File: config.mk
export PLATFORM = sky130hd
export DESIGN_NAME = branch_resolver
export DESIGN_NICKNAME = d
export VERILOG_FILES = /design/src/rtl/bp_pkg.sv /design/src/rtl/bp_meta_stage.sv /design/src/rtl/branch_resolver.sv
export SDC_FILE = /design/constraint.sdc
export NUM_CORES = 1
export LEC_CHECK = 0
export ABC_AREA = 1
export BUFFER_PORTS_ARGS = -buffer_cell sky130_fd_sc_hd__buf_4
export CAP_MARGIN = 20
export CORE_MARGIN = 3
export CORE_UTILIZATION = 50
export DETAILED_ROUTE_END_ITERATION = 6
export GPL_TIMING_DRIVEN = 0
export PLACE_DENSITY_LB_ADDON = 0.05
export SYNTH_ARGS = -nofsm -noshare
export SYNTH_HDL_FRONTEND = slang
export SYNTH_SLANG_ARGS = --single-unit
File: constraint.sdc
create_clock -name clk -period 7.3 [get_ports clk]
set_input_delay 1.46 -clock clk [delete_from_list [all_inputs] [get_ports clk]]
set_output_delay 1.46 -clock clk [all_outputs]
set_load 0.005 [all_outputs]
File: src/rtl/bp_pkg.sv
// Shared encodings and the per-instruction prediction metadata
// carried alongside the pipeline from IF to EX.
package bp_pkg;

    typedef enum logic [1:0] {
        BT_OTHER = 2'b00,
        BT_JAL   = 2'b01,
        BT_BR    = 2'b10,
        BT_JALR  = 2'b11
    } btype_e;

    typedef struct packed {
        logic        valid;
        logic [15:0] pc;
        logic        ptaken;
        logic [15:0] ptarget;
    } meta_t;

    localparam logic [15:0] PC_STEP = 16'd4;

endpackage

File: src/rtl/bp_meta_stage.sv
// One pipeline register for prediction metadata. A kill on a load
// cycle replaces the incoming entry with an empty (invalid) one.
module bp_meta_stage
    import bp_pkg::*;
(
    input  logic  clk,
    input  logic  rst,
    input  logic  load,
    input  logic  kill,
    input  meta_t d,
    output meta_t q
);

    always_ff @(posedge clk or posedge rst) begin
        if (rst) begin
            q <= '0;
        end else if (load) begin
            q <= kill ? '0 : d;
        end
    end

endmodule

File: src/rtl/branch_resolver.sv
// Resolves control transfers in EX against the prediction made in IF,
// producing the flush/redirect, predictor training and perf counters.
module branch_resolver
    import bp_pkg::*;
#(
    parameter int CNT_WIDTH = 32
) (
    input  logic                 clk,
    input  logic                 rst,
    input  logic                 IF_DONE,
    input  logic                 MEM_DONE,
    input  logic [15:0]          IF_PC,
    input  logic                 IF_pTaken,
    input  logic [15:0]          IF_pTarget,
    input  logic [1:0]           EX_bType,
    input  logic                 EX_rTaken,
    input  logic [15:0]          EX_bTarget,
    output logic                 flush,
    output logic [15:0]          redirect_PC,
    output logic [1:0]           bp_bType,
    output logic                 bp_rTaken,
    output logic [15:0]          bp_PC,
    output logic [15:0]          bp_bTarget,
    output logic [CNT_WIDTH-1:0] branch_cnt,
    output logic [CNT_WIDTH-1:0] mispred_cnt
);

    // Handshake: every output here is a level that the rest of the pipeline
    // samples only on a cycle where adv = IF_DONE && MEM_DONE; while adv is
    // low all state holds, so flush and bp_* stay stable across the stall.
    logic   adv;
    meta_t  if_meta;
    meta_t  id_meta;
    meta_t  ex_meta;
    btype_e ex_type;
    logic   a_taken;
    logic   is_ctrl;

    assign adv     = IF_DONE && MEM_DONE;
    assign ex_type = btype_e'(EX_bType);

    always_comb begin
        if_meta         = '0;
        if_meta.valid   = 1'b1;
        if_meta.pc      = IF_PC;
        if_meta.ptaken  = IF_pTaken;
        if_meta.ptarget = IF_pTarget;
    end

    bp_meta_stage u_id_stage (
        .clk  (clk),
        .rst  (rst),
        .load (adv),
        .kill (flush),
        .d    (if_meta),
        .q    (id_meta)
    );

    bp_meta_stage u_ex_stage (
        .clk  (clk),
        .rst  (rst),
        .load (adv),
        .kill (flush),
        .d    (id_meta),
        .q    (ex_meta)
    );

    // Taken-ness is gated by EX valid so an empty slot redirects to PC+4.
    always_comb begin
        a_taken = 1'b0;
        is_ctrl = 1'b0;
        case (ex_type)
            BT_JAL, BT_JALR: begin
                a_taken = 1'b1;
                is_ctrl = 1'b1;
            end
            BT_BR: begin
                a_taken = EX_rTaken;
                is_ctrl = 1'b1;
            end
            default: begin
                a_taken = 1'b0;
                is_ctrl = 1'b0;
            end
        endcase
        a_taken = a_taken && ex_meta.valid;
        is_ctrl = is_ctrl && ex_meta.valid;
    end

    always_comb begin
        flush = 1'b0;
        if (ex_meta.valid) begin
            flush = (ex_meta.ptaken != a_taken) ||
                    (a_taken && (ex_meta.ptarget != EX_bTarget));
        end
    end

    assign redirect_PC = a_taken ? EX_bTarget : (ex_meta.pc + PC_STEP);

    // JALR targets are register-dependent, so they never train the predictor.
    always_comb begin
        bp_bType = BT_OTHER;
        if (ex_meta.valid && (ex_type == BT_JAL || ex_type == BT_BR)) begin
            bp_bType = EX_bType;
        end
    end

    assign bp_rTaken  = a_taken;
    assign bp_PC      = ex_meta.pc;
    assign bp_bTarget = EX_bTarget;

    always_ff @(posedge clk or posedge rst) begin
        if (rst) begin
            branch_cnt  <= '0;
            mispred_cnt <= '0;
        end else if (adv) begin
            if (is_ctrl && (branch_cnt != '1)) begin
                branch_cnt <= branch_cnt + CNT_WIDTH'(1);
            end
            if (flush && (mispred_cnt != '1)) begin
                mispred_cnt <= mispred_cnt + CNT_WIDTH'(1);
            end
        end
    end

endmodule

==> metrics <==
outcome finished, final reports clean; PwrDens 244 mW/mm^2; most frequent cell after synthesis nand2_1; minimum clock period 4.69 ns; critical path arrival 3.23 ns; # fillers 1324; Bufs on Longest Clock Path 2; largest net degree at the start of global routing 77; Congestion Overflow GR 0; setup slack after layout roughly 2.6 ns; Post-CTS Setup Bufs 0; max cap viols 0; Clk pwr share 38.1%; 1st-iter DRT viols 579; Ys Warns 0; port bufs 171; Crit path required time 5.84 ns; Int Pwr 1700 uW; DRC 0; critical path class input pin to output pin; placed cell count 1355; Fmax around 0.21 GHz; Fin Clk Skew 0.00815 ns; core area 0.0148 mm^2; Final Cycle Share between 60 and 70%; Clk Latency, worst-skew pair roughly 0.42 ns; GP Congestion 0.864; dpl ws 2.59 ns; vias in the first global route 6881; Syn Area/Cell just under 8 um^2; sw frac approximately 30%; largest cells by area after synthesis dfrtp_1, nand2_1, inv_1, xor2_1, o21ai_0; sequential share of power 38.4%; # hold bufs at CTS 0; first-pass GRT wire length 34.9 mm; total number of vias 7131; Syn Inst Count 999; hold crit path type register to register; Max FO, Critical Path 10; Worst-Margin Slew 0.546 ns; dominant synthesized flop cell dfrtp_1; Max VDD drop 0.172 mV; met2 wire len 10.7 mm; Nets 1253; Metal-1 WL 9.42 mm; n_diodes 0; P_sw approximately 710 uW; flops & latches, synth roughly 130; fin cells 1386; Die Wd 130 um; Area Growth Syn to Fin 28.3%; post-synth top area share 42.8%; Final Hold Viols 0; count of pins over their slew limit 0; layout cell share with drive strength beyond 1 24.9%; Leak ~0.0050 uW; distinct cell type count after synthesis 40; routed wl met3 between 1 and 1.5 mm; Post-Syn Nets 1062; Ports 172; setup TNS 0 ns; Initial Utilization 52.1%; Final setup viols 0; Startpoint Class input pin; num rows 44; initial antenna violation count 0; CTS tree yes; First-pass DRT Iterations 5; largest area contributor in the netlist dfrtp_1; Die Span Y around 130 um; Seq/Total Area, Yosys 42.8%; DR vias/cell 5.15; Num Clock Sinks 132; FFs w/ async S/R, synth 100%; Comb power frac 23.5%; post-synthesis cell area 0.00771 mm^2; CTS clk-pin slew, worst paths 0.06 ns; post-DP HPWL 16.1 mm; synth cell count leaders nand2_1, dfrtp_1, inv_1; highest metal used met4; die area 0.0169 mm^2; Post-Route WL 21.6 mm; Post-synth EDFFs 0; R2R Setup Slk 5.34 ns; CTS resizes 0; WL per Instance 15.6 um; H-tree lvl count 4; Worst slew margin around 64%; RSZ-0062 raised after global routing false; Multi-input gate area 0.00350 mm^2; Detail Route Antenna Nets 0; CTS Buf Count 17; All-Layer GR Usage 26.0%; register area 0.00330 mm^2; CP Capture Type output pin; Root Buffer clkbuf_16
## power groups by stage
| stage | Clock, uW | Sequential [uW] | Combinational [uW] |
|---|---|---|---|
| 2_1_floorplan | 0 | 921 | 323 |
| 3_3_place_gp | 0 | 937 | 556 |
| 3_5_place_dp | 0 | 940 | 568 |
| 4_1_cts | 926 | 927 | 573 |
| 5_1_grt | 959 | 944 | 634 |
| 6_report | 919 | 928 | 569 |
## per-stage QoR
stage | power [uW] | utilization [%] | hold slack, ns | area [um^2]
after floorplan | 1240 | - | 0.479 | 7710
after global placement | 1490 | 62.3 | 0.490 | 9220
after detailed placement | 1510 | 62.5 | 0.503 | 9260
after CTS | 2430 | 66.8 | 0.519 | 9890
after global routing | 2540 | 66.8 | 0.539 | 9890
final | 2420 | 66.8 | 0.517 | 9890
## sequential cells by signal, summed over array words and instances (netlist names)
register	flops
u_ex_stage.q	34
u_id_stage.q	34
branch_cnt	32
mispred_cnt	32
## per-layer routing
layer  GRT usage [%]  up-vias
li1                -     3529
met1            34.4     3339
met2            44.1      241
met3            5.44       22
met4            5.99        0
met5               0        -
## kinds of logic (layout without fill, tap and decap cells)
group	after synthesis	in the layout	share of synthesized area, %
AOI/OAI and AO/OA	107	107	8.71
DFF	132	132	42.8
adders and majority gates	7	7	1.14
buffers and inverters	185	388	11.7
and+or+nand+nor	510	510	29.0
xor gates and xnor gates	58	58	6.59
## final cells by class
| cell class | instances | share of cell area [%] |
|---|---|---|
| timing repair buffer | 172 | 13.3 |
| buffer | 62 | 4.43 |
| sequential | 132 | 33.4 |
| clock inverter | 12 | 1.81 |
| inverter | 123 | 4.75 |
| multi-input combinational | 682 | 35.4 |
| clock buffer | 19 | 4.58 |
| tap | 184 | 2.33 |
## critical path, cell delays in order
cell	delay, ns
buf_4	0.09
inv_1	0.06
ha_1	0.20
inv_1	0.05
nand2_1	0.07
a21oi_2	0.26
nand2_1	0.10
nor2_1	0.13
nand3_2	0.17
nand2_4	0.20
buf_2	0.24
inv_1	0.06
buf_4	0.13
## path summary, 6_finish.rpt
kind	to	depth (start not counted)	startpoint
worst min-delay path	u_ex_stage.q[2]	2	u_id_stage.q[2]
max in group asynchronous	branch_cnt[28]	3	rst
worst max-delay path	flush	13	EX_bType[0]
min in group asynchronous	mispred_cnt[22]	2	rst
worst max register to register	mispred_cnt[25]	11	mispred_cnt[1]
worst min register to register	u_ex_stage.q[2]	2	u_id_stage.q[2]
## cells in the final DEF, fill, tap and decap left out, drive strengths merged, types with 25 or more instances in the layout
| master | synthesis | layout |
|---|---|---|
| xor2 | 40 | 40 |
| inv | 123 | 124 |
| nand2 | 304 | 304 |
| nor3 | 31 | 31 |
| o21ai | 69 | 69 |
| nand3 | 62 | 62 |
| buf | 56 | 228 |
| nor2 | 83 | 83 |
| o22ai | 29 | 29 |
| dfrtp | 132 | 132 |
| clkbuf | 6 | 25 |
(Power assumes the default switching activity.)
